## src/rtl/csa_resolve_adder.sv

```systemverilog
// csa_resolve_adder: word-serial carry-select resolver turning a sum/carry pair into binary, 2-stage valid/ready pipeline
module csa_resolve_adder #(
    parameter int DATA_WIDTH = 32
) (
    input  logic                  clk,
    input  logic                  rstn,
    input  logic                  in_valid,
    output logic                  in_ready,
    input  logic                  in_first,
    input  logic                  in_last,
    input  logic [DATA_WIDTH-1:0] sum_in,
    input  logic [DATA_WIDTH-1:0] cout_in,
    output logic                  out_valid,
    input  logic                  out_ready,
    output logic                  out_first,
    output logic                  out_last,
    output logic [DATA_WIDTH-1:0] out_data,
    output logic                  out_carry
);
    localparam int H = DATA_WIDTH / 2;

    logic         s1_valid, s1_first, s1_last, s1_c_lo, s1_hc0, s1_hc1, carry_q;
    logic [H-1:0] s1_lo, s1_hi0, s1_hi1;
    logic         cin, in_xfer, s2_load;
    logic [H:0]   lo_sum, hi_sum0, hi_sum1;

    assign cin     = in_first ? 1'b0 : carry_q;
    assign lo_sum  = {1'b0, sum_in[H-1:0]} + {1'b0, cout_in[H-1:0]} + {{H{1'b0}}, cin};
    assign hi_sum0 = {1'b0, sum_in[DATA_WIDTH-1:H]} + {1'b0, cout_in[DATA_WIDTH-1:H]};
    assign hi_sum1 = hi_sum0 + {{H{1'b0}}, 1'b1};
    assign s2_load  = s1_valid && (!out_valid || out_ready);
    assign in_ready = !s1_valid || s2_load;
    assign in_xfer  = in_valid && in_ready;

    // carry_q resolves in stage 1 so consecutive words of one operand chain without a bubble
    always_ff @(posedge clk or negedge rstn) begin
        if (!rstn) begin
            s1_valid <= 1'b0;
            s1_first <= 1'b0;
            s1_last  <= 1'b0;
            s1_c_lo  <= 1'b0;
            s1_hc0   <= 1'b0;
            s1_hc1   <= 1'b0;
            s1_lo    <= '0;
            s1_hi0   <= '0;
            s1_hi1   <= '0;
            carry_q  <= 1'b0;
        end else if (in_xfer) begin
            s1_valid <= 1'b1;
            s1_first <= in_first;
            s1_last  <= in_last;
            s1_c_lo  <= lo_sum[H];
            s1_lo    <= lo_sum[H-1:0];
            s1_hi0   <= hi_sum0[H-1:0];
            s1_hc0   <= hi_sum0[H];
            s1_hi1   <= hi_sum1[H-1:0];
            s1_hc1   <= hi_sum1[H];
            carry_q  <= lo_sum[H] ? hi_sum1[H] : hi_sum0[H];
        end else if (s2_load) begin
            s1_valid <= 1'b0;
        end
    end

    always_ff @(posedge clk or negedge rstn) begin
        if (!rstn) begin
            out_valid <= 1'b0;
            out_first <= 1'b0;
            out_last  <= 1'b0;
            out_data  <= '0;
            out_carry <= 1'b0;
        end else if (s2_load) begin
            out_valid <= 1'b1;
            out_first <= s1_first;
            out_last  <= s1_last;
            out_data  <= {s1_c_lo ? s1_hi1 : s1_hi0, s1_lo};
            out_carry <= s1_c_lo ? s1_hc1 : s1_hc0;
        end else if (out_ready) begin
            out_valid <= 1'b0;
        end
    end
endmodule

```

## config.mk

```make
export PLATFORM = sky130hd
export DESIGN_NAME = csa_resolve_adder
export DESIGN_NICKNAME = d
export VERILOG_FILES = /design/src/rtl/csa_resolve_adder.sv
export SDC_FILE = /design/constraint.sdc
export NUM_CORES = 1
export LEC_CHECK = 0
export CAP_MARGIN = 20
export CORE_ASPECT_RATIO = 0.5
export CORE_UTILIZATION = 49
export CTS_BUF_LIST = sky130_fd_sc_hd__clkbuf_4
export CTS_CLUSTER_SIZE = 28
export DETAILED_ROUTE_END_ITERATION = 6
export PLACE_DENSITY = 0.9
export REMOVE_ABC_BUFFERS = 1
export SETUP_SLACK_MARGIN = 0.05
export SLEW_MARGIN = 10
export SYNTH_ARGS = -nofsm -noshare
export SYNTH_HDL_FRONTEND = slang
export SYNTH_SLANG_ARGS = --single-unit
```

## constraint.sdc

```tcl
create_clock -name clk -period 2.5 [get_ports clk]
set_input_delay 0.5 -clock clk [delete_from_list [all_inputs] [get_ports clk]]
set_output_delay 0.5 -clock clk [all_outputs]
set_load 0.02 [all_outputs]
```

==> results of run 1 <==
-- layer usage --
layer / track usage (%) / vias to the layer above / part of all wire [%]
met5: 0 / - / 0
met4: 9.50 / 0 / 4.6
met3: 4.29 / 88 / 6.3
met2: 48.8 / 307 / 51
met1: 32.7 / 2743 / 38
li1: - / 2517 / -
-- worst max-delay path, cell delays in order --
cell and delay [ps]:
clkdlybuf4s15_1 240, fa_2 380, a211o_1 310, a211o_1 320, buf_6 140, a31oi_4 240
xor2_4 320, nor2_4 70, and3_4 200, buf_4 140, nand4_1 120, nand4_1 170
-- cell families (layout without fill, tap and decap cells) --
group	after synthesis	count (layout)	synth area share (%)
mux	37	37	7.20
xor+xnor	31	31	5.23
compound gates	146	146	17.5
flops	91	91	41.6
buf+inv	30	260	2.17
fa+ha+maj	35	35	8.41
simple gates	207	207	17.9
-- registers in the layout (all words and copies together), names as in the netlist, 16 cells and up --
name      flops
out_data     32
s1_hi0       16
s1_hi1       16
s1_lo        16
-- synth_stat cells (all sizes together) (7+ instances only) --
library cell | instances | area, um2
a211oi | 12 | 100
nand2 | 119 | 447
mux2i | 18 | 180
nand3 | 14 | 70.1
and3 | 7 | 43.8
clkbuf | 17 | 65.1
dfrtp | 91 | 2280
nor3 | 12 | 81.3
o21ai | 66 | 330
inv | 8 | 30.0
ha | 32 | 400
nand4 | 8 | 50.1
mux2 | 19 | 214
a21o | 12 | 90.1
a21oi | 18 | 90.1
nor2 | 16 | 60.1
xor2 | 13 | 129
xnor2 | 18 | 158
-- area by class of cell --
| type | count | area, um2 | share of cell area (%) |
|---|---|---|---|
| Tap cell | 140 | 175 | 2.08 |
| Multi-Input combinational cell | 456 | 3620 | 43.1 |
| Clock buffer | 9 | 67.6 | 0.803 |
| Clock inverter | 7 | 75.1 | 0.892 |
| Timing Repair Buffer | 236 | 2160 | 25.7 |
| Inverter | 8 | 30.0 | 0.357 |
| Sequential cell | 91 | 2280 | 27.1 |
-- stage by stage --
stage / power (uW) / utilization [%]
detailed placement: 4190 / 70.4
global route: 5690 / 79.8
global placement: 4080 / 70.4
CTS: 5140 / 74.9
floorplan: 3150 / -
finish: 5440 / 79.8
-- placed cells by master (no fill, tap or decap), types with 4 or more instances in the layout --
master           netlist  layout
clkdlybuf4s50_1        0      82
o31ai_1                4       4
ha_4                   0      12
buf_6                  0      17
a21oi_1               18      12
nand3_2                0       5
mux2_2                19      18
inv_1                  8       8
dlymetal6s2s_1         0      16
and3_1                 7       5
xnor2_1               18      15
o21ai_0               60      42
mux2i_1               18      18
buf_4                  1     113
a21oi_2                0       6
ha_1                  32      20
a211oi_2               2       4
nand3_1               14       7
clkbuf_4               0       9
a211oi_1              10       5
dfrtp_1               91      91
xor2_1                11      10
a21o_1                12      11
nand4_1                8       8
nor3_1                 9       9
o21a_1                 5       5
a211o_1                4       4
nor2_1                16      12
nand2b_1               5       5
nand2_1              119     117
o21ai_1                6      21
-- power groups by stage --
stage	registers, uW	clock network, uW	logic (uW)
after CTS	2040	837	2260
after global placement	2050	0	2040
final	2060	851	2530
after detailed placement	2070	0	2110
after global routing	2100	909	2680
after floorplan	2270	0	877
-- path summary, 6_finish.rpt --
kind | from | to | depth (start not counted)
min in group clk | in_first | s1_first$_DFFE_PN0P_ | 3
setup / recovery | cout_in[17] | carry_q$_DFFE_PN0P_ | 12
setup reg to reg | carry_q$_DFFE_PN0P_ | carry_q$_DFFE_PN0P_ | 11
max in group asynchronous | rstn | s1_hi0[9]$_DFFE_PN0P_ | 2
hold reg to reg | s1_lo[0]$_DFFE_PN0P_ | s1_lo[0]$_DFFE_PN0P_ | 2
hold / removal | rstn | s1_hi1[0]$_DFFE_PN0P_ | 1
-- what timing repair did --
| item | in CTS | in global routing |
|---|---|---|
| buffers inserted | 16 | 18 |
| hold endpoints to repair | 0 | 0 |
| pin swaps | 40 | 55 |
| gates resized for setup | 77 | 79 |
| endpoints found under the setup margin | 29 | 24 |
==> flow_summary.ini, run 1 <==
[outcome]
status = finished with violations
violations = setup timing

[grt]
grt_antenna_before_repair = 0
grtUsageTotal_pct = 27.1
grt_overflow_total = 0
grt_max_degree = 55
grt_pass1_wl_um = 25100
grt_pass1_vias = 5434

[synth]
ys.flop_type = dfrtp_1
syn_area_mm2 = 0.00547
avgSynthCellArea_um2 = 9.49
async_reset_ff_share_pct = 100
ys_seq_elements = 91
syn_inst = 577
synth_cell_types = 59
synth-edff-count = 0
yosysSeqAreaShare_pct = 41.6
ys_warn_count = 0

[setup_path]
cp.arrival_ps = 3150
endpoint_kind = register
path_max_fanout = 4
worstPathRequired_ps = 2790
criticalPathCategory = primary input to register
cp-start-kind = primary input
reg2reg_slack_ps = -320

[finish]
final_cell_area_mm2 = 0.00841
instances_no_fill = 947
synthToLayoutAreaGrowth_pct = 53.7
fin_nets = 907
diodes = 0
drive_above_1_share_pct = 30.6
fillCellCount = 623

[sta]
max-slew-margin-rel_pct = 55.1
skew_ps = 22.8
tns_ps = -2850
period_minus_slack_ps = 2860
drv_slew = 0
setup_ws_ps = -357
setup_viol = 15
rsz0062_at_grt = yes
hold_viol = 0
whs_ps = 85.1
fin_crit_sh_pct = 114
fmax_ghz = 0.350
max_slew.worst_pin.slew_ps = 674

[power_and_ir_drop]
peakVddDrop_mv = 0.362
swShare_pct = 37.5
pwr-share-comb_pct = 46.5
p_leak_uw = 0.00387
p_per_area_mw_per_mm2 = 647
p_sw_uw = 2040
internal_power_uw = 3400
seqPwrFrac_pct = 37.9
clock_power_share_pct = 15.6

[clocking]
ctsHoldBuffers = 0
clk_transition_reported_paths_ps = 150
root_buffer = clkbuf_4
cts_tree = yes
cts.htree.levels = 3
clockBufferDepth = 2
cts_sinks = 91
cts-buffers-inserted = 9
clk_latency_ps = 440

[placed_design]
place_inst = 902
io_buffer_count = 106
dp_hpwl_um = 10500
gp_congestion = 0.833
placed_area_mm2 = 0.00742
post-place-ws_ps = -1090

[route]
drc = 0
drt-initial-drc-count = 402
avgViaCountPerCell = 5.97
vias = 5655
wl_um = 18000
wl_per_cell_um = 19.0
antenna_left = 0
first_pass_iters = 5

[die]
rows = 26
die_h_um = 76.7
core_area_mm2 = 0.0105
io_pins = 107
start_util_pct = 51.9
die_x_um = 151
dieArea_mm2 = 0.0116

[min_path]
min_path_type = primary input to asynchronous set/reset pin

[job]
maxCapViolations = 0
(Power assumes the default switching activity.)
==> inputs of run 2 (changes only) <==
CORE_UTILIZATION = 55   (was 49)
DONT_BUFFER_PORTS = 1   (was default)
PLACE_DENSITY = 0.81   (was 0.9)
clock period = 3.68 ns   (was 2.5 ns; I/O delays follow)
==> flow_summary.ini, run 2 (synthesis gave the netlist of run 1 again) <==
[outcome]
status = completed

[route]
wl_per_cell_um = 16.1
avgViaCountPerCell = 5.93
vias = 4239
drc = 0
drt-initial-drc-count = 312
antenna_left = 0
first_pass_iters = 5
wl_um = 11500

[placed_design]
place_inst = 699
gp_congestion = 0.846
dp_hpwl_um = 8440
io_buffer_count = 0
placed_area_mm2 = 0.00564

[finish]
layout_common_cells = 117 x nand2_1, 91 x dfrtp_1, 60 x o21ai_0
largest_register = out_data
layout_commonest_cell = nand2_1
drive_above_1_share_pct = 10.3
synthToLayoutAreaGrowth_pct = 6.03
final_cell_area_mm2 = 0.00580
fin_nets = 681
diodes = 0
largest_reg_flops = 32
instances_no_fill = 715

[power_and_ir_drop]
p_leak_uw = 0.00260
peakVddDrop_mv = 0.183
p_per_area_mw_per_mm2 = 499

[die]
io_pins = 107
dieArea_mm2 = 0.0104
rows = 25
die_x_um = 143
core_area_mm2 = 0.00954
die_h_um = 72.5
start_util_pct = 57.4

[sta]
hold_viol = 0
drv_slew = 0
max_slew.worst_pin.slew_ps = 1030
max-slew-margin-rel_pct = 31.6
period_minus_slack_ps = 3210
skew_ps = 21.6
setup_viol = 0
fmax_ghz = 0.312
tns_ps = 0
rsz0062_at_grt = no
whs_ps = 154
fin_crit_sh_pct = 87.1

[grt]
grt_max_degree = 92
grt_overflow_total = 0
grt_antenna_before_repair = 0
grtUsageTotal_pct = 23.2
grt_pass1_wl_um = 19000
grt_pass1_vias = 3982

[clocking]
clk_transition_reported_paths_ps = 150
cts_sinks = 91
postCtsResizedCells = 0
cts.htree.levels = 3
clk_latency_ps = 450
cts_tree = yes
clockBufferDepth = 2
root_buffer = clkbuf_4
cts-buffers-inserted = 9

[setup_path]
worstPathRequired_ps = 3980
endpoint_kind = register
reg2reg_slack_ps = 470
criticalPathCategory = register to register
path_max_fanout = 3
cp-start-kind = register
cp.arrival_ps = 3510

[job]
maxCapViolations = 0

[min_path]
min_path_type = primary input to asynchronous set/reset pin
run 2: cell count changes in the layout (fill, tap and decap cells not counted), sizes merged:
cell,delta
buf,-124
clkbuf,+1
clkdlybuf4s15,-1
clkdlybuf4s50,-82
clkinv,-3
clkinvlp,+1
dlygate4sd2,-3
dlymetal6s2s,-16
run 2: worst max-delay path, stage by stage (launching register included):
cell and delay (ps):
dfrtp_1 430, nor2b_1 160, fa_1 420, a211oi_1 260, nor2_1 110, o31a_1 280
o41ai_1 550, o21ai_0 290, a41oi_1 300, xor2_1 160, o21ai_0 90
run 2: final cells by class:
type | instances | area (um2)
timing repair buffer | 10 | 108
multi-input combinational | 456 | 3080
inverter | 8 | 30.0
tap | 135 | 169
clock buffer | 10 | 75.1
clock inverter | 5 | 62.6
sequential | 91 | 2280
fill | 846 | 3740
run 2: repair_timing:
action | 4_1_cts | 5_1_grt
setup buffers | 0 | 0
hold endpoints to repair | 91 | 0
hold buffers | 1 | 0
run 2: power breakdown:
group	switching, uW	internal, uW
clock network	342	216
logic	424	343
registers	324	1250
total	1090	1810
run 2: metrics by stage:
| step | setup WS (ps) | utilization [%] | total power (uW) |
|---|---|---|---|
| 2_1_floorplan | 312 | - | 2140 |
| 3_3_place_gp | 191 | 59.1 | 2300 |
| 3_5_place_dp | 87.4 | 59.1 | 2340 |
| 4_1_cts | 518 | 60.8 | 2920 |
| 5_1_grt | 236 | 60.8 | 3090 |
| 6_report | 473 | 60.8 | 2900 |
run 2: worst paths after layout:
check,start,cells past startpoint,end
setup / recovery,carry_q$_DFFE_PN0P_,10,s1_lo[15]$_DFFE_PN0P_
max in group asynchronous,rstn,1,s1_lo[7]$_DFFE_PN0P_
hold / removal,rstn,1,out_data[31]$_DFFE_PN0P_
hold reg to reg,s1_lo[1]$_DFFE_PN0P_,2,s1_lo[1]$_DFFE_PN0P_
setup reg to reg,carry_q$_DFFE_PN0P_,10,s1_lo[15]$_DFFE_PN0P_
min in group clk,in_last,2,s1_last$_DFFE_PN0P_
run 2: routing by layer:
layer	vias up	global-route usage [%]	wire length, um
met4	0	6.21	145
met3	15	4.36	542
met2	102	38.7	5310
met5	-	0	0
li1	2064	-	-
met1	2058	31.3	5500
